## config.mk

```make
export PLATFORM = sky130hd
export DESIGN_NAME = spi_fsm_flat
export DESIGN_NICKNAME = d
export VERILOG_FILES = /design/src/rtl/spi_pkg.sv /design/src/rtl/spi_fsm_if.sv /design/src/rtl/spi_bitcnt.sv /design/src/rtl/spi_fsm.sv /design/src/flat_wrapper.sv
export SDC_FILE = /design/constraint.sdc
export NUM_CORES = 1
export LEC_CHECK = 0
export BUFFER_PORTS_ARGS = -buffer_cell sky130_fd_sc_hd__buf_4
export CORE_AREA = 4 4 41 43
export CTS_BUF_LIST = sky130_fd_sc_hd__clkbuf_8
export CTS_CLUSTER_DIAMETER = 40
export DETAILED_ROUTE_END_ITERATION = 6
export DIE_AREA = 0 0 45 47
export PLACE_DENSITY_LB_ADDON = 0.1
export SYNTH_ARGS = -nofsm -noshare
export SYNTH_HDL_FRONTEND = slang
export SYNTH_HIERARCHICAL = 1
export SYNTH_SLANG_ARGS = --single-unit
```

## constraint.sdc

```tcl
create_clock -name clk -period 1.5 [get_ports clk]
set_clock_uncertainty 0.05 [all_clocks]
set_input_delay 0.225 -clock clk [delete_from_list [all_inputs] [get_ports clk]]
set_output_delay 0.225 -clock clk [all_outputs]
set_load 0.02 [all_outputs]
```

## src/rtl/spi_pkg.sv

```systemverilog
// spi_pkg: shared state encoding, R/W constant and default word width for the SPI controller
package spi_pkg;
    localparam int WIDTH_DEF = 8;
    localparam logic RW_READ = 1'b1;
    typedef enum logic [2:0] {
        IDLE       = 3'd0,
        GET_ADDR   = 3'd1,
        LATCH_ADDR = 3'd2,
        READ_LOAD  = 3'd3,
        READ_SEND  = 3'd4,
        WRITE_GET  = 3'd5,
        WRITE_MEM  = 3'd6,
        DONE       = 3'd7
    } state_t;
endpackage

```

## src/rtl/spi_fsm_if.sv

```systemverilog
// spi_fsm_if: handshake bundle between conditioner/shift register and spi_fsm; abort exists under SPI_FSM_ABORT_EN
interface spi_fsm_if #(parameter int WIDTH = spi_pkg::WIDTH_DEF);
    logic             csN;
    logic             sclkRise;
    logic [WIDTH-1:0] shiftRegOut;
    logic             srWe;
    logic             addrWe;
    logic             dmWe;
    logic             misoBufe;
    logic             busy;
`ifdef SPI_FSM_ABORT_EN
    logic             abort;
    modport master(output csN, sclkRise, shiftRegOut, input srWe, addrWe, dmWe, misoBufe, busy, abort);
    modport slave(input csN, sclkRise, shiftRegOut, output srWe, addrWe, dmWe, misoBufe, busy, abort);
`else
    modport master(output csN, sclkRise, shiftRegOut, input srWe, addrWe, dmWe, misoBufe, busy);
    modport slave(input csN, sclkRise, shiftRegOut, output srWe, addrWe, dmWe, misoBufe, busy);
`endif
endinterface

```

## src/rtl/spi_bitcnt.sv

```systemverilog
// spi_bitcnt: saturating bit counter with synchronous clear and increment-on-strobe
module spi_bitcnt #(
    parameter int MAX = 7,
    parameter int W   = 3
) (
    input  logic         clk,
    input  logic         rstN,
    input  logic         clr,
    input  logic         inc,
    output logic [W-1:0] cnt
);
    always_ff @(posedge clk or negedge rstN)
        if (!rstN)                          cnt <= '0;
        else if (clr)                       cnt <= '0;
        else if (inc && cnt != W'(MAX))     cnt <= cnt + 1'b1;
endmodule

```

## src/rtl/spi_fsm.sv

```systemverilog
// spi_fsm: single-byte SPI read/write transaction controller with Moore strobes
// Build option SPI_FSM_ABORT_EN adds a one-clk abort pulse when csN rises mid-transaction.
module spi_fsm
    import spi_pkg::*;
#(
    parameter  int WIDTH = WIDTH_DEF,
    localparam int CNT_W = $clog2(WIDTH + 1)
) (
    input logic     clk,
    input logic     rstN,
    spi_fsm_if.slave bus
);
    state_t            state, nxt;
    logic [CNT_W-1:0]  count;
    logic              counting, last;

    assign counting = state inside {GET_ADDR, READ_SEND, WRITE_GET};
    assign last     = bus.sclkRise && count == CNT_W'(WIDTH - 1);

    spi_bitcnt #(.MAX(WIDTH - 1), .W(CNT_W)) u_bitcnt (
        .clk (clk),
        .rstN(rstN),
        .clr (bus.csN || !counting || last),
        .inc (counting && bus.sclkRise),
        .cnt (count)
    );

    always_ff @(posedge clk or negedge rstN)
        if (!rstN) state <= IDLE;
        else       state <= nxt;

    // csN high overrides every other transition
    always_comb begin
        nxt = state;
        case (state)
            IDLE:       nxt = GET_ADDR;
            GET_ADDR:   nxt = last ? LATCH_ADDR : GET_ADDR;
            LATCH_ADDR: nxt = bus.shiftRegOut[0] == RW_READ ? READ_LOAD : WRITE_GET;
            READ_LOAD:  nxt = READ_SEND;
            READ_SEND:  nxt = last ? DONE : READ_SEND;
            WRITE_GET:  nxt = last ? WRITE_MEM : WRITE_GET;
            WRITE_MEM:  nxt = DONE;
            default:    nxt = state;
        endcase
        if (bus.csN) nxt = IDLE;
    end

    assign bus.addrWe   = state == LATCH_ADDR;
    assign bus.srWe     = state == READ_LOAD;
    assign bus.misoBufe = state == READ_SEND;
    assign bus.dmWe     = state == WRITE_MEM;
    assign bus.busy     = state != IDLE;

`ifdef SPI_FSM_ABORT_EN
    logic abort_q;
    always_ff @(posedge clk or negedge rstN)
        if (!rstN) abort_q <= 1'b0;
        else       abort_q <= bus.csN && state inside {GET_ADDR, LATCH_ADDR, READ_LOAD, READ_SEND, WRITE_GET};
    assign bus.abort = abort_q;
`endif
endmodule

```

## src/flat_wrapper.sv

```systemverilog
// flat-port wrapper written by rule: the top's interface ports become plain ports
module spi_fsm_flat import spi_pkg::*;
#(
    parameter  int WIDTH = WIDTH_DEF,
    localparam int CNT_W = $clog2(WIDTH + 1)
)
  (clk, rstN, bus_csN, bus_sclkRise, bus_shiftRegOut, bus_srWe, bus_addrWe, bus_dmWe, bus_misoBufe, bus_busy);
  spi_fsm_if #(.WIDTH(WIDTH)) bus_i ();
  input logic clk;
  input logic rstN;
  input wire logic [$bits(bus_i.csN)-1:0] bus_csN;
  input wire logic [$bits(bus_i.sclkRise)-1:0] bus_sclkRise;
  input wire logic [$bits(bus_i.shiftRegOut)-1:0] bus_shiftRegOut;
  output wire logic [$bits(bus_i.srWe)-1:0] bus_srWe;
  output wire logic [$bits(bus_i.addrWe)-1:0] bus_addrWe;
  output wire logic [$bits(bus_i.dmWe)-1:0] bus_dmWe;
  output wire logic [$bits(bus_i.misoBufe)-1:0] bus_misoBufe;
  output wire logic [$bits(bus_i.busy)-1:0] bus_busy;
  assign bus_i.csN = bus_csN;
  assign bus_i.sclkRise = bus_sclkRise;
  assign bus_i.shiftRegOut = bus_shiftRegOut;
  assign bus_srWe = bus_i.srWe;
  assign bus_addrWe = bus_i.addrWe;
  assign bus_dmWe = bus_i.dmWe;
  assign bus_misoBufe = bus_i.misoBufe;
  assign bus_busy = bus_i.busy;
  spi_fsm #(.WIDTH(WIDTH)) u_core (.clk(clk), .rstN(rstN), .bus(bus_i));
endmodule
```

Word-level counts from Yosys, hierarchy flattened:

Index checks and enable logic that the tools add are counted.

* add/subtract/negate cells: 1
* reduce and logical (&&, ||, !) cells: 11
* muxes and demuxes: 8
* eq/ne operators: 8

Operators with widths (count)
* case mux 3 bit (7 select lines): 1
* == test 3 bit, second input constant: 3
* 2-to-1 mux 4 bit: 2
* nonzero test 8 bit: 1
* == test 3 x 2 -> 1 bit, second input constant: 2
* 2-to-1 mux 2 bit: 3
* 2-to-1 mux 3 bit: 2
* nonzero test 3 bit: 2
* adder 4 x 1 -> 4 bit, second input constant: 1
* == test 4 x 3 -> 1 bit, second input constant: 1
* inequality test 4 x 3 -> 1 bit, second input constant: 1
* == test 3 x 1 -> 1 bit, second input constant: 1
* logical AND 1 bit: 3
* zero test 3 bit: 1
* logical OR 1 bit: 2
* nonzero test 2 bit: 1
* zero test 1 bit: 1

* output and inout port bits: 5
* logic and storage cells: 30
* register bits: 7

Logic depth before layout (Yosys ltp):

* depth in word-level cells: 6
* gate-level depth with buffers: 5
* gate-level depth less buffers: 5

Cells and area by module:

The synthesis kept the hierarchy.

Modules (own cells, without submodules)
* spi_bitcnt: instances 1, seq. area each 100.1 µm², area each 211.5 µm², cells each 20
* spi_fsm: instances 1, seq. area each 75.1 µm², area each 211.5 µm², cells each 25

Least setup slack after synthesis:

Ideal clock, no wire load.

* kind: reg-to-reg
* from: register u_core.u_bitcnt.cnt[1]
* to: register u_core.u_bitcnt.cnt[1]
* setup slack: -0.130 ns
* arrival time: 1.501 ns
* buffers on the path: 0
* cell stages (with the launch flop): 6
* setup time: 0.079 ns
* required time: 1.371 ns
* path through: dfrtp_1 -> and4b_1 -> and2_4 -> or4_1 -> nand2b_1 -> mux2i_1

* word-level cells in the longest chain between the ends: 4

Ends and longest elaborated chain
* start, declared: RTL line spi_bitcnt.sv:10 `output logic [W-1:0] cnt`
* start signal, assigned: RTL line spi_bitcnt.sv:15 `else if (inc && cnt != W'(MAX)) cnt <= cnt + 1'b1;`
* parallel branches: the longest is 4 deep, another holds adder 4 x 1 -> 4 bit

Parallel ways; which one is timed is not known. The select of a mux whose other input is x is not followed.
A chain may end at the register's enable or synchronous reset.

Worst setup path in the final report:

Ends and elaborated chain as after synthesis.

==> out/results.tsv <==
metric	value	unit
outcome	finished with violations	
violations	negative setup slack	
hp-class	in -> reg	
first_pass_iters	4	
holdWs	151	ps
wl_per_cell	12.9	um
cts_tree	done	
ys_ff_latch	7	
rows	13	
die_width	45	um
cpLargestDelayFamily	simple AND/OR/NAND/NOR gates	
final-hold-violation-count	0	
netlist_area	423	um^2
synth_cells	45	
antennaDiodeCount	0	
synth_top_area_share	41.4	%
cp_slowest_cell	or4_4	
yosys.area.top_type	dfrtp_1	
die_area	2120	um^2
crit_chain	and4b_1 > and2_4 > or4_4 > nand2b_4 > mux2i_1	
path_class	reg -> reg	
area_delta_synth_final	79.9	%
avgSynthCellArea	9.40	um^2
p_int	0.405	mW
initial_core_util	32.5	%
critPathLaunchType	flip-flop	
vias	453	
max_cap_violations	0	
p_seq_share	38.6	%
p_clk_share	49.0	%
yosysSeqAreaShare	41.4	%
io_pins	17	
drc	0	
maxSlewViolCount	0	
ir_drop	0.547	mV
grt_setup_unrepaired	true	
p_comb_share	12.3	%
antenna_found_initial	0	
power	0.503	mW
synth-edff-count	0	
finalWeightedCongestion	0.696	
cts_max_level	1	
ant_nets	0	
powerDensity	662	nW/um^2
dpl.hpwl	809	um
synthArstFlopShare	100	%
die_h	47	um
fmax	0.615	GHz
dp_cells	82	
cp.arrival	1720	ps
drive_gt1_share	53.9	%
timing_worst_slew_pin_value	235	ps
core_region_area	1300	um^2
critPathRequiredTime	1590	ps
crit_buf_inv	0	
clock_path_buffers	2	
worstSkewPairLatency	220	ps
period_share	108	%
layout_min_cycle_time	1630	ps
grt_pass1_wl	2010	um
max_stage_delay	460	ps
grt_usage	13.5	%
stdcell_count	91	
relSlewSlack	84.3	%
p_leak	0.378	nW
setup_viol	5	
clock_sinks	7	
clkTransAtPathRegs	40	ps
grt_max_degree	8	
synth_warnings	6	
worst_slack	-126	ps
ys_top_cells_by_count	7 x dfrtp_1, 7 x nor2_1, 4 x nand2b_1	
fin_nets	90	
overflow	0	
wl	1180	um
ys.flop_type	dfrtp_1	
grt_pass1_vias	447	
synth_nets	58	
numPortBuffers	9	
p_switching	0.0986	mW
cts_buffers	3	
yosysUniqueCellTypes	24	
cts_root_buf	clkbuf_8	
worstPathMaxFanout	6	
endpoint_kind	flip-flop	
avgViaCountPerCell	4.98	
synthTopCellsByArea	dfrtp_1 41%, nor2_1 6.2%, nand2b_1 5.9%	
drt-initial-drc-count	9	
switching_share	19.6	%
## kinds of logic after synthesis
kind of cell,count (synthesis),synth area share (%)
adders and majority gates,1,2.96
muxes,2,5.03
buffers and inverters,1,0.887
and+or+nand+nor,27,38.2
AOI/OAI and AO/OA,7,11.5
DFF,7,41.4
## what timing repair did
item	4_1_cts	5_1_grt
hold endpoints to repair	7	0
cloned	0	0
pin swaps	0	2
hold buffers	1	0
setup buffers	2	2
resized for setup	5	7
setup endpoints to repair	5	9
## path summary, 6_finish.rpt
kind / from / end / slack (ps) / cells after the start
worst max-delay path: u_core/u_bitcnt/cnt[1] / u_core/u_bitcnt/cnt[1] / -130 / 5
worst min-delay path: bus_csN / u_core/state[2] / 150 / 2
worst max register to register: u_core/u_bitcnt/cnt[1] / u_core/u_bitcnt/cnt[1] / -130 / 5
worst min register to register: u_core/u_bitcnt/cnt[3] / u_core/u_bitcnt/cnt[3] / 600 / 3
max in group asynchronous: rstN / u_core/state[0] / 990 / 2
min in group asynchronous: rstN / u_core/u_bitcnt/cnt[1] / 290 / 2
## cells in the final DEF, fill, tap and decap left out, drive strengths merged
cell	n
o21ba	1
and4b	1
o21a	1
nor3	2
and4	1
nor3b	1
inv	2
dlygate4sd3	1
nand4	2
ha	1
mux2	1
or4	1
or3b	1
nor2	7
and2	1
and3b	1
o21ai	1
or3	1
nand2b	4
nand2	2
buf	26
o311a	1
mux2i	1
dfrtp	7
a21oi	3
clkbuf	3
nor2b	2
## area by class of cell
cell class	instances	area [um^2]
inverters	1	3.75
well taps	15	18.8
clock inverters	1	3.75
repair buffers	27	224
fillers	130	541
multi-input cells	37	294
flip-flops and latches	7	175
clock buffers	3	41.3
## routing by layer
metal | global-route usage (%) | vias up | routed length (um)
li1 | - | 225 | -
met1 | 18.4 | 222 | 524
met2 | 20.6 | 6 | 616
met3 | 3.45 | 0 | 36
met4 | 5.26 | 0 | 0
met5 | 0 | - | 0
## flip-flops by register name, summed over array words and instances (netlist names)
| register | count |
|---|---|
| u_core/state | 3 |
| u_core/u_bitcnt/cnt | 4 |
## worst reg2reg max path: stages (launching register included)
cell	delay [ps]
dfrtp_1	380
and4b_1	200
and2_4	160
or4_4	460
nand2b_4	160
mux2i_1	130
## power groups by stage
stage / Combinational (mW) / Sequential, mW / Clock [mW]
final: 0.0621 / 0.195 / 0.247
after global routing: 0.0677 / 0.195 / 0.269
after CTS: 0.0583 / 0.195 / 0.257
after detailed placement: 0.0536 / 0.197 / 0
after global placement: 0.0531 / 0.197 / 0
after floorplan: 0.0211 / 0.198 / 0
## stage by stage
step | util (%) | area [um^2] | worst slack, ps | setup TNS (ps)
final | 58.5 | 761 | -126 | -392
after global routing | 58.5 | 761 | -205 | -785
after CTS | 54.4 | 708 | -130 | -373
after detailed placement | 47.5 | 618 | -119 | -234
after global placement | 47.5 | 618 | -119 | -265
after floorplan | - | 434 | -63.9 | -114
(Power assumes the default switching activity.)
